### config.mk
export PLATFORM = sky130hd
export DESIGN_NAME = square_fixed_shift_add
export DESIGN_NICKNAME = d
export VERILOG_FILES = /design/src/rtl/square_fixed_shift_add.sv
export SDC_FILE = /design/constraint.sdc
export NUM_CORES = 1
export LEC_CHECK = 0
export BUFFER_PORTS_ARGS = -buffer_cell sky130_fd_sc_hd__buf_2
export CAP_MARGIN = 20
export CORE_UTILIZATION = 55
export DETAILED_ROUTE_END_ITERATION = 8
export PLACE_DENSITY = 0.83
export SYNTH_ARGS = -nofsm -noshare
export SYNTH_HDL_FRONTEND = slang
export SYNTH_SLANG_ARGS = --single-unit
### constraint.sdc
create_clock -name clk -period 11.24 [get_ports clk]
set_input_delay 1.686 -clock clk [delete_from_list [all_inputs] [get_ports clk]]
set_output_delay 1.686 -clock clk [all_outputs]
set_load 0.02 [all_outputs]
### src/rtl/square_fixed_shift_add.sv
// Iterative shift-add squarer: out = floor(in*in / 2^(2*FRAC)), one partial product per clock.
// Define ROUND_EN to round half-up at finalize instead of truncating.
module square_fixed_shift_add #(
  parameter int WIDTH = 32,
  parameter int FRAC  = 16
) (
  input  logic             clk,
  input  logic             rstn,
  input  logic [WIDTH-1:0] in,
  input  logic             START,
  output logic [WIDTH-1:0] out,
  output logic             DONE,
  output logic             AVAILABLE
);

  localparam int AW = 2 * WIDTH;
  localparam int CW = $clog2(WIDTH + 1);
  localparam logic [CW-1:0] LAST = CW'(WIDTH);

  typedef enum logic [1:0] {
    IDLE,
    CALC,
    HOLD
  } state_t;

  state_t          state, state_n;
  logic [AW-1:0]   mcand, mcand_n;
  logic [WIDTH-1:0] mplier, mplier_n;
  logic [AW-1:0]   acc, acc_n;
  logic [CW-1:0]   cntr, cntr_n;
  logic [WIDTH-1:0] out_n;
  logic [AW:0]     sum;

  always_ff @(posedge clk or posedge rstn) begin
    if (rstn) begin
      state  <= IDLE;
      mcand  <= '0;
      mplier <= '0;
      acc    <= '0;
      cntr   <= '0;
      out    <= '0;
    end else begin
      state  <= state_n;
      mcand  <= mcand_n;
      mplier <= mplier_n;
      acc    <= acc_n;
      cntr   <= cntr_n;
      out    <= out_n;
    end
  end

  // Extra top bit keeps the rounding add from wrapping when FRAC == WIDTH.
  always_comb begin
`ifdef ROUND_EN
    sum = {1'b0, acc} + ((AW + 1)'(1) << (2 * FRAC - 1));
`else
    sum = {1'b0, acc};
`endif
  end

  always_comb begin
    state_n  = state;
    mcand_n  = mcand;
    mplier_n = mplier;
    acc_n    = acc;
    cntr_n   = cntr;
    out_n    = out;
    unique case (state)
      IDLE: begin
        if (START) begin
          mcand_n  = {{WIDTH{1'b0}}, in};
          mplier_n = in;
          acc_n    = '0;
          cntr_n   = '0;
          state_n  = CALC;
        end
      end
      CALC: begin
        if (cntr == LAST) begin
          out_n   = WIDTH'(sum >> (2 * FRAC));
          cntr_n  = '0;
          state_n = HOLD;
        end else begin
          if (mplier[0]) acc_n = acc + mcand;
          mcand_n  = mcand << 1;
          mplier_n = mplier >> 1;
          cntr_n   = cntr + 1'b1;
        end
      end
      HOLD: begin
        if (!START) state_n = IDLE;
      end
      default: state_n = IDLE;
    endcase
  end

  assign DONE      = (state == HOLD);
  assign AVAILABLE = (state == IDLE);

endmodule

==> results of run 1 <==
-- placed cells by master (no fill, tap or decap), types with 4 or more instances in the layout --
| cell type | n |
|---|---|
| a21boi_0 | 4 |
| buf_2 | 68 |
| and3_1 | 9 |
| o21bai_1 | 9 |
| a21oi_1 | 141 |
| o21a_1 | 5 |
| nor2b_1 | 7 |
| xnor2_1 | 30 |
| buf_4 | 10 |
| inv_1 | 14 |
| a31oi_1 | 13 |
| nor2_1 | 43 |
| nand3_1 | 50 |
| inv_8 | 6 |
| o31ai_1 | 11 |
| ha_1 | 65 |
| or3_1 | 5 |
| nand2_1 | 203 |
| nand2b_1 | 6 |
| nand4_1 | 16 |
| a22o_1 | 54 |
| nor4_1 | 5 |
| and2_1 | 39 |
| xor2_1 | 29 |
| mux2_2 | 32 |
| a21o_1 | 30 |
| o21ai_0 | 111 |
| clkinv_4 | 4 |
| o211ai_1 | 7 |
| nor3_1 | 13 |
| dfrtp_1 | 200 |
| clkbuf_16 | 17 |
-- worst min-delay path: stages, from the launching register on --
cell     delay (ns)
dfrtp_1        0.35
nand2_1        0.05
o21ai_0        0.06
-- cells by family (layout without fill, tap and decap cells) --
group / after synthesis / in the layout
AOI/OAI and AO/OA: 420 / 420
xor gates and xnor gates: 59 / 59
adders and majority gates: 66 / 66
and+or+nand+nor: 425 / 425
buffers and inverters: 93 / 126
muxes: 33 / 33
DFF: 200 / 200
-- through the flow --
stage | hold slack [ns] | power, mW | cells | instance area, µm²
floorplan | 0.443 | 2.87 | 1296 | 11800
global placement | 0.457 | 3.22 | 1571 | 12200
detailed placement | 0.471 | 3.31 | 1571 | 12200
CTS | 0.488 | 3.93 | 1603 | 12800
global route | 0.498 | 4.26 | 1604 | 12800
finish | 0.482 | 3.95 | 1604 | 12800
-- registers in the layout (all words and copies together) (netlist names) --
signal	cells
acc	64
out	32
cntr	6
state	2
mplier	32
mcand	64
-- final cells by class --
class	instances	share of cell area, %
timing repair buffer	79	3.46
inverter	15	0.499
clock inverter	14	1.02
clock buffer	18	3.43
multi-input combinational	1003	49.8
sequential	200	39.1
tap	275	2.69
-- power groups by stage --
stage | Sequential [mW] | Combinational (mW) | Clock [mW]
after floorplan | 1.23 | 1.64 | 0
after global placement | 1.24 | 1.98 | 0
after detailed placement | 1.25 | 2.06 | 0
after CTS | 1.24 | 2.08 | 0.613
after global routing | 1.28 | 2.33 | 0.643
final | 1.24 | 2.10 | 0.606
-- routing by layer --
layer	GRT usage [%]	vias to the layer above	wire (µm)
li1	-	4697	-
met2	40.6	260	12600
met3	3.37	43	1150
met5	0	-	0
met4	8.92	0	553
met1	35.4	4619	12500
-- final timing paths --
check	startpoint	endpoint	slack [ns]
worst min register to register	mplier[9]	mplier[9]	0.48
min in group asynchronous	rstn	cntr[5]	1.37
max in group asynchronous	rstn	acc[20]	8.75
worst min-delay path	mplier[9]	mplier[9]	0.48
worst max register to register	cntr[0]	acc[39]	7.31
worst max-delay path	START	acc[39]	7.12
==> impl_results.md, run 1 <==
- Combinational Power Share: 53.1%
- CTS sink cnt: 200
- Clock H-tree levels: 4
- Number of fill cells: 1751
- Post-CTS sizing: 0
- Grt total ovfl: 0
- Final ANT Viol Nets: 0
- Worst-path clk slew: 0.08 ns
- Routed length per instance: 16.7 µm
- Synth area leader: dfrtp_1
- Yosys warning total: 0
- Post-Synth Simple-Gate Area: 17.1%
- VDD IR max: 0.000138 V
- Startpoint class of the critical path: input port
- Max-slew violations: 0
- Leak: 6.21 nW
- Final worst-path cycle share: 36.6%
- Setup WS pre-CTS: 6.66 ns
- Diode count: 0
- Area of the multi-input gates: 6370 µm²
- Fmax: 243 MHz
- FF+latch area: 5000 µm²
- CTS Buf Count: 17
- Switching Fraction: 45.1%
- Worst hold path type: reg2reg
- Clock Latency Late Sink: 0.45 ns
- Post-route minimum period: 4.12 ns
- Maxcap violations: 0
- Yosys reg bits: 200
- R2R depth: 13
- Hpwl dp: 18.2 mm
- Crit path depth: 9
- Worst-path cell chain: buf_2, and2_1, nor2_4, buf_4, a21o_2, buf_4, nor2_4, buf_4, a32o_1
- Clock Skews: 0.00894 ns
- Synth area leaders: dfrtp_1 (43%), ha_1 (6.9%), nand2_1 (6.5%), a21oi_1 (6.0%), o21ai_0 (4.7%)
- FP Rows: 53
- Synth Area in Compound Gates: 22.2%
- First-pass GRT wire length: 45.3 mm
- Netlist cell types: 75
- Final setup viols: 0
- Sequential cell area fraction in the yosys report: 42.5%
- Endpoints failing hold: 0
- Final Wtd Congestion: 0.901
- Die W: 148 µm
- Unrepaired setup endpoints after global routing: no
- Hold Path Cell Cnt: 2
- Largest family of logic cells by synthesized area: compound AO/OA/AOI/OAI gates
- Crit path max-delay family: buffers and inverters
- Area growth from synthesis to layout: 8.68%
- Synth cell count leaders: nand2_1 (203), dfrtp_1 (200), a21oi_1 (141)
- Core area: 21000 µm²
- WP data required: 11.58 ns
- Max clock buf depth: 2
- Flop pwr share: 31.5%
- # port buffers: 68
- Clock share of power: 15.4%
- Hold-fix buffers, CTS: 0
- Die Ht: 148 µm
- Critical Path Max Stage Delay: 0.76 ns
- Nets: 1417
- Post-Synth Adder-Cell Area: 7.08%
- Slew @ Worst Pin: 1.01 ns
- Synth Area in XOR/XNOR: 4.39%
- Post-CTS setup buffer count: 0
- EDFF count, synth: 0
- Initial core utilization: 56.0%
- Largest net degree at the start of global routing: 127
- Status: complete, no violations
- WS Path Type: in2reg
- Vias per Instance: 6.00
- Synth Flop Type: dfrtp_1
- CTS tree: done
- Cell mode on critical path: buf_4
- Post-synth top area share: 42.5%
- Number of global-route vias before repair: 9050
- Total die area: 22000 µm²
- Most frequent cell after synthesis: nand2_1
- Mux contribution to synthesized area: 3.15%
- Iteration-0 DRC Markers: 743
- Total track usage: 25.4%
- CP Max Fanout: 126
- Drt first pass iters: 5
- FFs w/ async S/R, synth: 100%
- DRC Markers: 0
- Sw power: 1.78 mW
- Share of layout cells above drive strength 1: 12.8%
- Root Driver: clkbuf_16
- Critical Path AT: 4.45 ns
- Setup TNS: 0 ns
- Syn Inst Count: 1296
- WP buf/inv: 4
- Finished Core Util: 60.9%
- Mean Syn Cell Area: 9.08 µm²
- Routed WL: 26.7 mm
- Net count after synthesis: 1397
- CP max stage cell: buf_4
- Vias post-DR: 9619
- Cell area power density: 308 nW/µm²
- Max transition margin: 32.8%
- Internal power: 2.16 mW
- Element type at the critical path end: flop
- Initial antenna violation count: 0
- I/O pin count: 69
- Final Worst Setup Slack: 7.12 ns
- Cell area after synthesis: 11800 µm²
(Power assumes the default switching activity.)
==> run 2, diff against run 1 <==
PLACE_DENSITY = 0.86   (was 0.83)
clock period = 3.4 ns   (was 11.24 ns; I/O delays follow)
==> impl_results.md, run 2 (same netlist as run 1, synthesis figures left out) <==
- Status: complete, no violations
- Most common cell after layout, fill and taps aside: nand2_1
- # port buffers: 68
- CP max stage cell: or4_1
- Worst hold path type: in2async
- Post-CTS setup buffer count: 0
- Largest net degree at the start of global routing: 90
- CTS sink cnt: 200
- Initial core utilization: 56.0%
- Leak: 6.29 nW
- Startpoint class of the critical path: flop
- Setup WS pre-CTS: 0.165 ns
- Worst reg2reg setup slack: 0.10 ns
- Routed WL: 28.3 mm
- Final ANT Viol Nets: 0
- Hold-fix buffers, CTS: 0
- Iteration-0 DRC Markers: 681
- CTS tree: done
- I/O pin count: 69
- Endpoints failing hold: 0
- Final setup viols: 0
- Die W: 148 µm
- Critical Path AT: 3.62 ns
- CP Max Fanout: 8
- VDD IR max: 0.000477 V
- Grt total ovfl: 0
- Reg-to-reg critical path endpoint: acc[59]
- Share of layout cells above drive strength 1: 13.9%
- Core area: 21000 µm²
- Fmax: 303 MHz
- Final worst-path cycle share: 96.9%
- Maxcap violations: 0
- R2R depth: 11
- Die Ht: 148 µm
- Drt first pass iters: 7
- Setup TNS: 0 ns
- Max transition margin: 40.4%
- Vias per Instance: 6.10
- DRC Markers: 0
- Total track usage: 26.8%
- Final Worst Setup Slack: 0.104 ns
- Worst-path clk slew: 0.07 ns
- Most frequent cells in the layout: nand2_1 (203), dfrtp_1 (200), a21oi_1 (139)
- WS Path Type: reg2reg
- WP data required: 3.73 ns
- Cell area power density: 1040 nW/µm²
- Clock Latency Late Sink: 0.45 ns
- Routed length per instance: 17.5 µm
- Met2 track demand over resource: 45.3%
- Root Driver: clkbuf_16
- Vias post-DR: 9849
- Max-slew violations: 0
- Cell mode on critical path: o21ai_2
- Met1 Usage GRT: 34.7%
- Slew @ Worst Pin: 0.892 ns
- Nets: 1428
- Worst R2R Start: mcand[16]
- Total die area: 22000 µm²
- Element type at the critical path end: flop
- Post-route minimum period: 3.30 ns
- FP Rows: 53
- Clock H-tree levels: 4
- Busiest grt layer: met2
- Initial antenna violation count: 0
- First-pass GRT wire length: 47.5 mm
- Critical Path Max Stage Delay: 0.56 ns
- Unrepaired setup endpoints after global routing: no
- Max clock buf depth: 2
- Diode count: 0
- Hpwl dp: 19.8 mm
- Number of global-route vias before repair: 9669
- Area growth from synthesis to layout: 10.4%
- CTS Buf Count: 17
- Clock Skews: 0.0142 ns
- Worst-path cell chain: ha_1, nand4_2, or4_1, a21oi_1, o31ai_1, a31oi_2, o21ai_2, o31a_1, o21ai_2, xor2_1, a22o_1
- Power Total: 13.5 mW
- Final Wtd Congestion: 0.924
- Met3 Resource Use GR: 4.66%
- Largest regs: acc (64), mcand (64)
==> run 2: cell types whose count changed in the layout (fill, tap and decap cells not counted), moves of 2 or more <==
cell        previous run  this run
buf_4                 10        18
inv_8                  6         0
bufinv_16              0         4
buf_12                 0         3
a21oi_1              141       139
a21oi_2                0         2
clkinvlp_4             1         3
==> run 2: worst max-delay path by stage <==
stage,slack (ns),endpoint,depth (start not counted),from
floorplan,0.30,acc[0],1,rstn
global placement,0.25,acc[48],11,mcand[13]
detailed placement,0.16,acc[56],11,mcand[13]
CTS,0.09,acc[56],11,mcand[13]
global route,0.005,acc[62],13,mcand[0]
finish,0.10,acc[59],11,mcand[16]
==> run 2: area by class of cell <==
type / instances / area [µm²]
clock buffer: 18 / 439
clock inverter: 13 / 193
multi-input combinational: 1003 / 6410
timing repair buffer: 90 / 551
sequential: 200 / 5000
tap: 275 / 344
fill: 1784 / 8020
inverter: 15 / 60.1
==> run 2: worst max-delay path: cells and delay by family (launching register included) <==
family	cells	cell delay (ns)
AOI/OAI and AO/OA	7	1.47
xor gates and xnor gates	1	0.07
adders and majority gates	1	0.46
DFF	1	0.41
and+or+nand+nor	2	0.76
==> run 2: metrics by stage <==
stage / instance area, µm² / cells / hold slack [ns] / util [%]
finish: 13000 / 1614 / 0.254 / 61.8
global route: 13000 / 1614 / 0.318 / 61.8
CTS: 13000 / 1614 / 0.278 / 61.7
detailed placement: 12300 / 1583 / 0.469 / 58.7
global placement: 12300 / 1582 / 0.452 / 58.6
floorplan: 11800 / 1296 / 0.443 / -
==> run 2: repair_timing <==
item	CTS	global route
endpoints found under the setup margin	0	9
resized for setup	0	7
hold endpoints to repair	0	0
==> run 2: routing by layer <==
metal / vias up / part of all wire [%] / routed length, µm
met2: 291 / 48 / 13700
met4: 0 / 2.4 / 689
met3: 64 / 4.3 / 1220
li1: 4719 / - / -
met1: 4775 / 45 / 12700
met5: - / 0 / 0
==> run 2: power by group <==
| part | leakage (nW) | total, mW | switching, mW | internal, mW |
|---|---|---|---|---|
| logic | 3.39 | 7.14 | 4.28 | 2.86 |
| registers | 2.60 | 4.13 | 0.749 | 3.38 |
| clock network | 0.303 | 2.20 | 0.942 | 1.26 |
| total | 6.29 | 13.5 | 5.97 | 7.50 |
==> run 3, diff against run 2 <==
CORE_ASPECT_RATIO = 1.1   (was not set)
==> impl_results.md, run 3 (same netlist as run 1, synthesis figures left out) <==
- Vias post-DR: 9749
- Status: complete, no violations
- WP buf/inv: 0
- # port buffers: 68
- Setup TNS: 0 ns
- Iteration-0 DRC Markers: 692
- CTS tree: done
- DRC Markers: 0
- Worst hold path type: in2async
- CP Max Fanout: 8
- Max-slew violations: 0
- Setup WS pre-CTS: 0.0557 ns
- Finished Core Util: 62.3%
- Grt total ovfl: 0
- Vias per Instance: 6.01
- Slew @ Worst Pin: 1.31 ns
- Total die area: 22000 µm²
- Root Driver: clkbuf_16
- Routed length per instance: 17.1 µm
- Final Worst Setup Slack: 0.160 ns
- Largest regs: acc (64), mcand (64)
- Power Total: 13.4 mW
- CP max stage cell: or4_1
- Worst-path clk slew: 0.07 ns
- Crit path max-delay family: compound AO/OA/AOI/OAI gates
- CTS Buf Count: 17
- VDD IR max: 0.000536 V
- Nets: 1424
- Routed WL: 27.8 mm
- Cell mode on critical path: o21ai_2
- Final ANT Viol Nets: 0
- Critical Path Max Stage Delay: 0.55 ns
- R2R depth: 11
- Number of non-filler instances in the completed layout: 1621
- Number of global-route vias before repair: 9775
- Total track usage: 26.5%
- Final worst-path cycle share: 95.3%
- Element type at the critical path end: flop
- Drt first pass iters: 5
- Die W: 141 µm
- Worst R2R Start: mcand[16]
- Post-route minimum period: 3.24 ns
- Number of fill cells: 1802
- Cell area power density: 1030 nW/µm²
- Leak: 6.27 nW
- Clock H-tree levels: 4
- Placed Area: 12300 µm²
- Fmax: 309 MHz
- Core area: 20800 µm²
- Most common cell after layout, fill and taps aside: nand2_1
- Diode count: 0
- Final instance area: 12900 µm²
- Critical Path AT: 3.57 ns
- Hold-fix buffers, CTS: 0
- CTS sink cnt: 200
- Area growth from synthesis to layout: 9.96%
- Final setup viols: 0
- Max transition margin: 12.9%
- Reg-to-reg critical path endpoint: acc[59]
- Worst hold slack: 0.197 ns
- First-pass GRT wire length: 47.0 mm
- Placed insts: 1589
- Initial antenna violation count: 0
- WS Path Type: reg2reg
- Die Ht: 155 µm
- Most frequent cells in the layout: nand2_1 (203), dfrtp_1 (200), a21oi_1 (139)
- Max clock buf depth: 2
- Clock Skews: 0.0104 ns
- Maxcap violations: 0
- Worst-path cell chain: ha_1, nand4_2, or4_1, a21oi_1, o31ai_1, a31oi_2, o21ai_2, o31a_1, o21ai_2, xor2_1, a22o_1
- I/O pin count: 69
- Startpoint class of the critical path: flop
- Unrepaired setup endpoints after global routing: no
- Endpoints failing hold: 0
- Worst reg2reg setup slack: 0.16 ns
- WP data required: 3.73 ns
- Share of layout cells above drive strength 1: 13.5%
- Hpwl dp: 19.1 mm
- Initial core utilization: 56.6%
- Final Wtd Congestion: 0.920
- Clock Latency Late Sink: 0.45 ns
- Largest net degree at the start of global routing: 201
- FP Rows: 55
## run 3: changes by cell type in the layout (fill, tap and decap cells not counted), sizes merged
cell      before  now
clkinvlp       3    4
bufinv         4    3
clkinv         4    2
inv           17   20
buf           90   86
## run 3: how the worst max path moves through the flow
stage / depth (start not counted) / to / startpoint
6_report: 11 / acc[59] / mcand[16]
5_1_grt: 11 / acc[59] / mcand[15]
4_1_cts: 13 / acc[58] / mcand[0]
3_5_place_dp: 13 / acc[58] / mcand[0]
3_3_place_gp: 13 / acc[50] / mcand[0]
2_1_floorplan: 1 / acc[0] / rstn
## run 3: what timing repair did
| action | in CTS | in global routing |
|---|---|---|
| endpoints found under the hold margin | 0 | 0 |
| endpoints found under the setup margin | 0 | 8 |
| gates resized for setup | 0 | 4 |
| buffers inserted | 0 | 0 |
## run 3: final cells by class
| type | count | area [µm²] | share of cell area (%) |
|---|---|---|---|
| inverters | 15 | 60.1 | 0.464 |
| clock buffers | 18 | 439 | 3.39 |
| clock inverters | 14 | 184 | 1.42 |
| multi-input cells | 1003 | 6390 | 49.4 |
| repair buffers | 86 | 508 | 3.92 |
| well taps | 285 | 357 | 2.75 |
| flip-flops and latches | 200 | 5000 | 38.7 |
## run 3: worst register-to-register path: stages (launching register included)
cell and delay [ns]:
dfrtp_1 0.40, ha_1 0.46, nand4_2 0.20, or4_1 0.55
a21oi_1 0.13, o31ai_1 0.13, a31oi_2 0.34, o21ai_2 0.16
o31a_1 0.34, o21ai_2 0.15, xor2_1 0.08, a22o_1 0.20
## run 3: per-layer routing
layer | global-route usage [%] | part of all wire, % | vias to the layer above
li1 | - | - | 4710
met3 | 3.48 | 4.0 | 71
met5 | 0 | 0 | -
met1 | 33.5 | 43 | 4689
met4 | 10.9 | 2.8 | 0
met2 | 45.8 | 50 | 279
## run 3: report_power, final
part | internal [mW] | leakage, nW | switching [mW]
Combinational | 2.85 | 3.37 | 4.24
Clock | 1.20 | 0.298 | 0.970
Sequential | 3.38 | 2.60 | 0.742
Total | 7.43 | 6.27 | 5.95
